File: src/rtl/reduce_fork_stage_pkg.sv
// Shared types for the reduce/fork stage: queued entry layout and default sizing.
package reduce_fork_pkg;

    localparam int unsigned WIDTH           = 4;
    localparam int unsigned DEFAULT_DEPTH   = 2;
    localparam int unsigned DEFAULT_NUM_OUT = 3;

    typedef struct packed {
        logic             orr;
        logic             andr;
        logic [WIDTH-1:0] in2;
    } rf_entry_t;

    // Reductions are folded in here so the queue never stores the raw operand.
    function automatic rf_entry_t make_entry(input logic [WIDTH-1:0] a, input logic [WIDTH-1:0] b);
        rf_entry_t e;
        e.orr  = |a;
        e.andr = &a;
        e.in2  = b;
        return e;
    endfunction

endpackage

File: src/rtl/reduce_fork_stage_if.sv
// Producer-side input handshake plus the NUM_OUT-lane fork outputs of the stage.
interface reduce_fork_if #(
    parameter int unsigned WIDTH   = reduce_fork_pkg::WIDTH,
    parameter int unsigned NUM_OUT = reduce_fork_pkg::DEFAULT_NUM_OUT,
    parameter int unsigned DEPTH   = reduce_fork_pkg::DEFAULT_DEPTH
);
    localparam int unsigned CW = $clog2(DEPTH) + 1;

    logic [WIDTH-1:0]   in1;
    logic [WIDTH-1:0]   in2;
    logic               handshake_valid;
    logic               handshake_ready;
    logic [NUM_OUT-1:0] handshake_arr_valid;
    logic [NUM_OUT-1:0] handshake_arr_ready;
    logic               out;
    logic               mon_temp1;
    logic               mon_temp2;
    logic [WIDTH-1:0]   out_in2;
    logic [CW-1:0]      count;

    modport master (
        output in1, in2, handshake_valid, handshake_arr_ready,
        input  handshake_ready, handshake_arr_valid, out, mon_temp1, mon_temp2, out_in2, count
    );

    modport slave (
        input  in1, in2, handshake_valid, handshake_arr_ready,
        output handshake_ready, handshake_arr_valid, out, mon_temp1, mon_temp2, out_in2, count
    );

endinterface

File: src/rtl/reduce_fork_stage_fork_tracker.sv
// Tracks which fork lanes have taken the current head and signals when all have.
module fork_tracker #(
    parameter int unsigned NUM_OUT = 3
) (
    input  logic               clk,
    input  logic               rst,
    input  logic               active,
    input  logic               active_next,
    input  logic [NUM_OUT-1:0] lane_ready,
    output logic [NUM_OUT-1:0] lane_valid,
    output logic               all_taken_c
);

    logic [NUM_OUT-1:0] done_q;
    logic [NUM_OUT-1:0] done_next;
    logic [NUM_OUT-1:0] lane_fire;

    always_comb begin
        lane_fire   = lane_valid & lane_ready;
        all_taken_c = active && (&(done_q | lane_fire));
        done_next   = all_taken_c ? '0 : (done_q | lane_fire);
    end

    // Lane valids are registered as the decode of the next occupancy/done state.
    always_ff @(posedge clk or posedge rst) begin
        if (rst) begin
            done_q     <= '0;
            lane_valid <= '0;
        end else begin
            done_q     <= done_next;
            lane_valid <= active_next ? ~done_next : '0;
        end
    end

endmodule

File: src/rtl/reduce_fork_stage.sv
// Queues reduced (in1,in2) beats and broadcasts each head to NUM_OUT consumers.
module reduce_fork_stage #(
    parameter int unsigned WIDTH   = reduce_fork_pkg::WIDTH,
    parameter int unsigned NUM_OUT = reduce_fork_pkg::DEFAULT_NUM_OUT,
    parameter int unsigned DEPTH   = reduce_fork_pkg::DEFAULT_DEPTH
) (
    input logic          CLK,
    input logic          ASYNCRESET,
    reduce_fork_if.slave bus
);
    import reduce_fork_pkg::*;

    localparam int unsigned PW = $clog2(DEPTH);
    localparam int unsigned CW = PW + 1;

    rf_entry_t     mem [DEPTH];
    rf_entry_t     new_entry;
    rf_entry_t     head_q;
    rf_entry_t     head_next;
    logic [PW-1:0] wr_ptr;
    logic [PW-1:0] rd_ptr;
    logic [CW-1:0] count_q;
    logic [CW-1:0] count_next;
    logic          ready_q;
    logic          out_q;
    logic          in_fire;
    logic          pop;
    logic          active;
    logic          active_next;

    fork_tracker #(.NUM_OUT(NUM_OUT)) u_tracker (
        .clk         (CLK),
        .rst         (ASYNCRESET),
        .active      (active),
        .active_next (active_next),
        .lane_ready  (bus.handshake_arr_ready),
        .lane_valid  (bus.handshake_arr_valid),
        .all_taken_c (pop)
    );

    // Head register is reloaded only when the presented beat changes, so it
    // holds the last popped values while the queue is empty.
    always_comb begin
        in_fire    = bus.handshake_valid && ready_q;
        new_entry  = make_entry(bus.in1, bus.in2);
        active     = (count_q != '0);
        count_next = count_q;
        if (in_fire && !pop) begin
            count_next = count_q + CW'(1);
        end else if (!in_fire && pop) begin
            count_next = count_q - CW'(1);
        end
        active_next = (count_next != '0);
        head_next   = head_q;
        if (pop) begin
            if (count_q > CW'(1)) begin
                head_next = mem[PW'(rd_ptr + PW'(1))];
            end else if (in_fire) begin
                head_next = new_entry;
            end
        end else if (!active && in_fire) begin
            head_next = new_entry;
        end
    end

    always_ff @(posedge CLK) begin
        if (in_fire) begin
            mem[wr_ptr] <= new_entry;
        end
    end

    always_ff @(posedge CLK or posedge ASYNCRESET) begin
        if (ASYNCRESET) begin
            wr_ptr  <= '0;
            rd_ptr  <= '0;
            count_q <= '0;
            head_q  <= '0;
            out_q   <= 1'b0;
            ready_q <= 1'b1;
        end else begin
            if (in_fire) begin
                wr_ptr <= PW'(wr_ptr + PW'(1));
            end
            if (pop) begin
                rd_ptr <= PW'(rd_ptr + PW'(1));
            end
            count_q <= count_next;
            head_q  <= head_next;
            out_q   <= head_next.orr && head_next.andr;
            ready_q <= (count_next < CW'(DEPTH));
        end
    end

    assign bus.handshake_ready = ready_q;
    assign bus.out             = out_q;
    assign bus.mon_temp1       = head_q.orr;
    assign bus.mon_temp2       = head_q.andr;
    assign bus.out_in2         = head_q.in2;
    assign bus.count           = count_q;

    count_bound: assert property (@(posedge CLK) disable iff (ASYNCRESET) count_q <= CW'(DEPTH));

endmodule
File: src/flat_wrapper.sv
// flat-port wrapper written by rule: the top's interface ports become plain ports
module reduce_fork_stage_flat import reduce_fork_pkg::*;
#(
    parameter int unsigned WIDTH   = reduce_fork_pkg::WIDTH,
    parameter int unsigned NUM_OUT = reduce_fork_pkg::DEFAULT_NUM_OUT,
    parameter int unsigned DEPTH   = reduce_fork_pkg::DEFAULT_DEPTH
)
  (CLK, ASYNCRESET, bus_in1, bus_in2, bus_handshake_valid, bus_handshake_arr_ready, bus_handshake_ready, bus_handshake_arr_valid, bus_out, bus_mon_temp1, bus_mon_temp2, bus_out_in2, bus_count);
  reduce_fork_if #(.WIDTH(WIDTH), .NUM_OUT(NUM_OUT), .DEPTH(DEPTH)) bus_i ();
  input logic CLK;
  input logic ASYNCRESET;
  input wire logic [$bits(bus_i.in1)-1:0] bus_in1;
  input wire logic [$bits(bus_i.in2)-1:0] bus_in2;
  input wire logic [$bits(bus_i.handshake_valid)-1:0] bus_handshake_valid;
  input wire logic [$bits(bus_i.handshake_arr_ready)-1:0] bus_handshake_arr_ready;
  output wire logic [$bits(bus_i.handshake_ready)-1:0] bus_handshake_ready;
  output wire logic [$bits(bus_i.handshake_arr_valid)-1:0] bus_handshake_arr_valid;
  output wire logic [$bits(bus_i.out)-1:0] bus_out;
  output wire logic [$bits(bus_i.mon_temp1)-1:0] bus_mon_temp1;
  output wire logic [$bits(bus_i.mon_temp2)-1:0] bus_mon_temp2;
  output wire logic [$bits(bus_i.out_in2)-1:0] bus_out_in2;
  output wire logic [$bits(bus_i.count)-1:0] bus_count;
  assign bus_i.in1 = bus_in1;
  assign bus_i.in2 = bus_in2;
  assign bus_i.handshake_valid = bus_handshake_valid;
  assign bus_i.handshake_arr_ready = bus_handshake_arr_ready;
  assign bus_handshake_ready = bus_i.handshake_ready;
  assign bus_handshake_arr_valid = bus_i.handshake_arr_valid;
  assign bus_out = bus_i.out;
  assign bus_mon_temp1 = bus_i.mon_temp1;
  assign bus_mon_temp2 = bus_i.mon_temp2;
  assign bus_out_in2 = bus_i.out_in2;
  assign bus_count = bus_i.count;
  reduce_fork_stage #(.WIDTH(WIDTH), .NUM_OUT(NUM_OUT), .DEPTH(DEPTH)) u_core (.CLK(CLK), .ASYNCRESET(ASYNCRESET), .bus(bus_i));
endmodule
File: config.mk
export PLATFORM = sky130hd
export DESIGN_NAME = reduce_fork_stage_flat
export DESIGN_NICKNAME = d
export VERILOG_FILES = /design/src/rtl/reduce_fork_stage_pkg.sv /design/src/rtl/reduce_fork_stage_if.sv /design/src/rtl/reduce_fork_stage_fork_tracker.sv /design/src/rtl/reduce_fork_stage.sv /design/src/flat_wrapper.sv
export SDC_FILE = /design/constraint.sdc
export NUM_CORES = 1
export LEC_CHECK = 0
export ABC_CLOCK_PERIOD_IN_PS = 2220
export CORE_ASPECT_RATIO = 0.7
export CORE_MARGIN = 2
export CORE_UTILIZATION = 40
export CTS_CLUSTER_DIAMETER = 150
export DETAILED_ROUTE_END_ITERATION = 10
export HOLD_SLACK_MARGIN = 0.08
export MAX_ROUTING_LAYER = met4
export PLACE_DENSITY = 0.65
export SETUP_SLACK_MARGIN = 0.5
export SYNTH_ARGS = -nofsm -noshare
export SYNTH_HDL_FRONTEND = slang
export SYNTH_SLANG_ARGS = --single-unit
export TNS_END_PERCENT = 20
File: constraint.sdc
create_clock -name CLK -period 2.22 [get_ports CLK]
set_input_delay 0.222 -clock CLK [delete_from_list [all_inputs] [get_ports CLK]]
set_output_delay 0.222 -clock CLK [all_outputs]
set_load 0.1 [all_outputs]
==> impl_metrics.yaml <==
clock_network:
  cts_tree: "yes"
  cts.clk_slew.worst_paths_ns: 0.07
  cts.sinks: 30
  holdBufCountCts: 0
  clockBufferDepth: 2
  cts_buffers: 5
  h-tree-depth: 2
  clkLatencyLatePin_ns: 0.28
  cts-root-buf: "clkbuf_8"
timing:
  final_hold_viol_count: 0
  rsz0062_at_grt: "yes"
  tightest_slew_ns: 0.719
  slew_viol_final: 0
  period_needed_ns: 1.71
  setup_viol: 0
  fin_skew_ns: 0.00702
  slew_headroom: 0.520
  tns_ns: 0
  finalCritPeriodShare: 0.769
  timing.fmax_ghz: 0.585
logic_synthesis:
  synth.avg_cell_area_sq_um: 12.5
  synthCells: 114
  synthAdderAreaFrac: 0.0176
  synthFlopType: "dfrtp_1"
  synth.most_common_cell: "dfrtp_1"
  async_reset_ff_frac: 0.600
  ys_top_cells_by_area: "dfrtp_1, edfxtp_1, mux2i_1"
  synth.top_cell.area_share: 0.300
  synth_warnings: 0
  synth_top_family_by_area: "simple AND/OR/NAND/NOR gates"
  seq_area_frac_synth: 0.572
  ys_ff_latch: 30
  synth-edff-count: 12
  synth_nets: 130
  synthXorXnorAreaFrac: 0.0123
  synth_compound_area_frac: 0.151
  yosys.area_share.simple: 0.154
  synth_top_area_cell: "dfrtp_1"
  synthMuxAreaShare: 0.0670
  syn_area_sq_um: 1420
  ys_types: 41
  synthTopCellsByCount: "dfrtp_1, edfxtp_1, nand2_1, mux2i_1"
drt:
  detail-route-antenna-nets: 0
  vias_per_cell: 5.31
  drtPass1Iterations: 4
  vias: 1056
  totalWireLength_mm: 3.17
  drc_errors: 0
  wire_per_inst_um: 15.9
  drt-initial-drc-count: 88
layout:
  area_growth_pct: 35.7
  fillers: 309
  diodes: 0
  drive_above_1_share: 0.342
  utilization: 0.556
  nets: 164
worst_hold_path:
  hold_class: "input port to async pin"
setup_path:
  regToRegSetupSlack_ns: 0.51
  r2r-start: "u_core.bus.count[0]"
  rr_worst_depth: 5
  worst_setup_path_end_kind: "flop"
  crit_fanout: 4
  crit_required_ns: 2.39
  worstSetupStartpointType: "flop"
  rr_endpoint: "u_core.bus.out_in2[0]"
  cp.arrival_ns: 1.88
  path_class: "flop to flop"
place:
  port_buffers: 26
  routabilityCongestion: 0.816
  hpwl_mm: 2.19
grt:
  grt_pass1_vias: 998
  grt_start_max_net_pins: 19
  overflow: 0
  grt_pass1_wl_mm: 4.92
  antenna_found_initial: 0
  grt_usage: 0.179
outcome:
  status: "finished clean"
flow_run:
  cap_violations: 0
die:
  die_h_um: 53.9
  dieArea_sq_um: 4050
  num_rows: 18
  initial_core_util: 0.409
  die_w_um: 75.2
  coreArea_sq_um: 3470
  io_pins: 27
## through the flow
stage	cells	setup WS (ns)	instance area (sq um)	hold slack, ns
floorplan	114	0.296	1490	0.160
global placement	187	0.338	1750	0.481
detailed placement	187	0.290	1750	0.487
CTS	197	0.431	1900	0.383
global route	199	0.418	1930	0.421
finish	199	0.512	1930	0.353
## timing repair
item / in CTS / in global routing
endpoints found under the setup margin: 6 / 10
pin swaps: 4 / 3
setup buffers: 2 / 2
resized for setup: 3 / 3
## metal layers
metal / up-vias / global-route usage / wire [um]
met3: 6 / 0.0693 / 176
met5: - / - / 0
met4: 0 / 0.0439 / 40
met1: 512 / 0.257 / 1600
li1: 504 / - / -
met2: 34 / 0.237 / 1360
## worst max-delay path by stage
stage | from | end | slack [ns] | depth (start not counted)
floorplan | u_core.bus.count[1] | u_core.bus.out_in2[0] | 0.30 | 7
global placement | bus_handshake_arr_ready[0] | u_core.u_tracker.lane_valid[2] | 0.34 | 5
detailed placement | bus_handshake_arr_ready[0] | u_core.u_tracker.lane_valid[1] | 0.29 | 5
CTS | u_core.bus.count[0] | u_core.bus.out_in2[0] | 0.43 | 5
global route | u_core.bus.count[0] | u_core.bus.out_in2[0] | 0.42 | 5
finish | u_core.bus.count[0] | u_core.bus.out_in2[0] | 0.51 | 5
## placed cells by master (no fill, tap or decap), types with 3 or more instances in the layout
cell type | Yosys | layout
nor4_4 | 1 | 3
a21o_1 | 5 | 5
o221a_2 | 4 | 4
dfrtp_4 | 0 | 5
nor2_1 | 4 | 4
dfrtp_1 | 17 | 12
clkbuf_8 | 0 | 6
clkdlybuf4s50_1 | 0 | 13
a21oi_2 | 3 | 4
edfxtp_1 | 12 | 12
nand3_1 | 4 | 4
o21ai_1 | 5 | 4
nand2_1 | 8 | 8
nor3_1 | 5 | 4
mux2i_1 | 7 | 7
buf_4 | 0 | 17
## registers in the layout (all words and copies together) (netlist names)
name	count
u_core.bus.count	2
u_core.bus.handshake_ready	1
u_core.bus.mon_temp1	1
u_core.bus.mon_temp2	1
u_core.bus.out	1
u_core.bus.out_in2	4
u_core.mem	12
u_core.rd_ptr	1
u_core.u_tracker.done_q	3
u_core.u_tracker.lane_valid	3
u_core.wr_ptr	1
## cells by family after synthesis
group	Yosys count
xor+xnor	2
mux	9
flops	30
buf+inv	7
simple gates	36
fa+ha+maj	2
compound gates	28
## critical path: stages, from the launching register on
cell and delay [ns]:
dfrtp_4 0.51, ha_4 0.17, or3b_4 0.42, nor4_4 0.27
nand2_1 0.10, o221a_2 0.13
## cell type report
class	count	area, sq um	share of cell area
Sequential cell	30	835	0.433
Multi-Input combinational cell	77	634	0.329
Timing Repair Buffer	31	263	0.136
Clock buffer	7	86.3	0.0448
Tap cell	50	62.6	0.0325
Clock inverter	1	30.0	0.0156
Inverter	3	16.3	0.00844
Power is not shown: default switching activity piles up to over one toggle a cycle in this logic, so the estimate is an artifact.
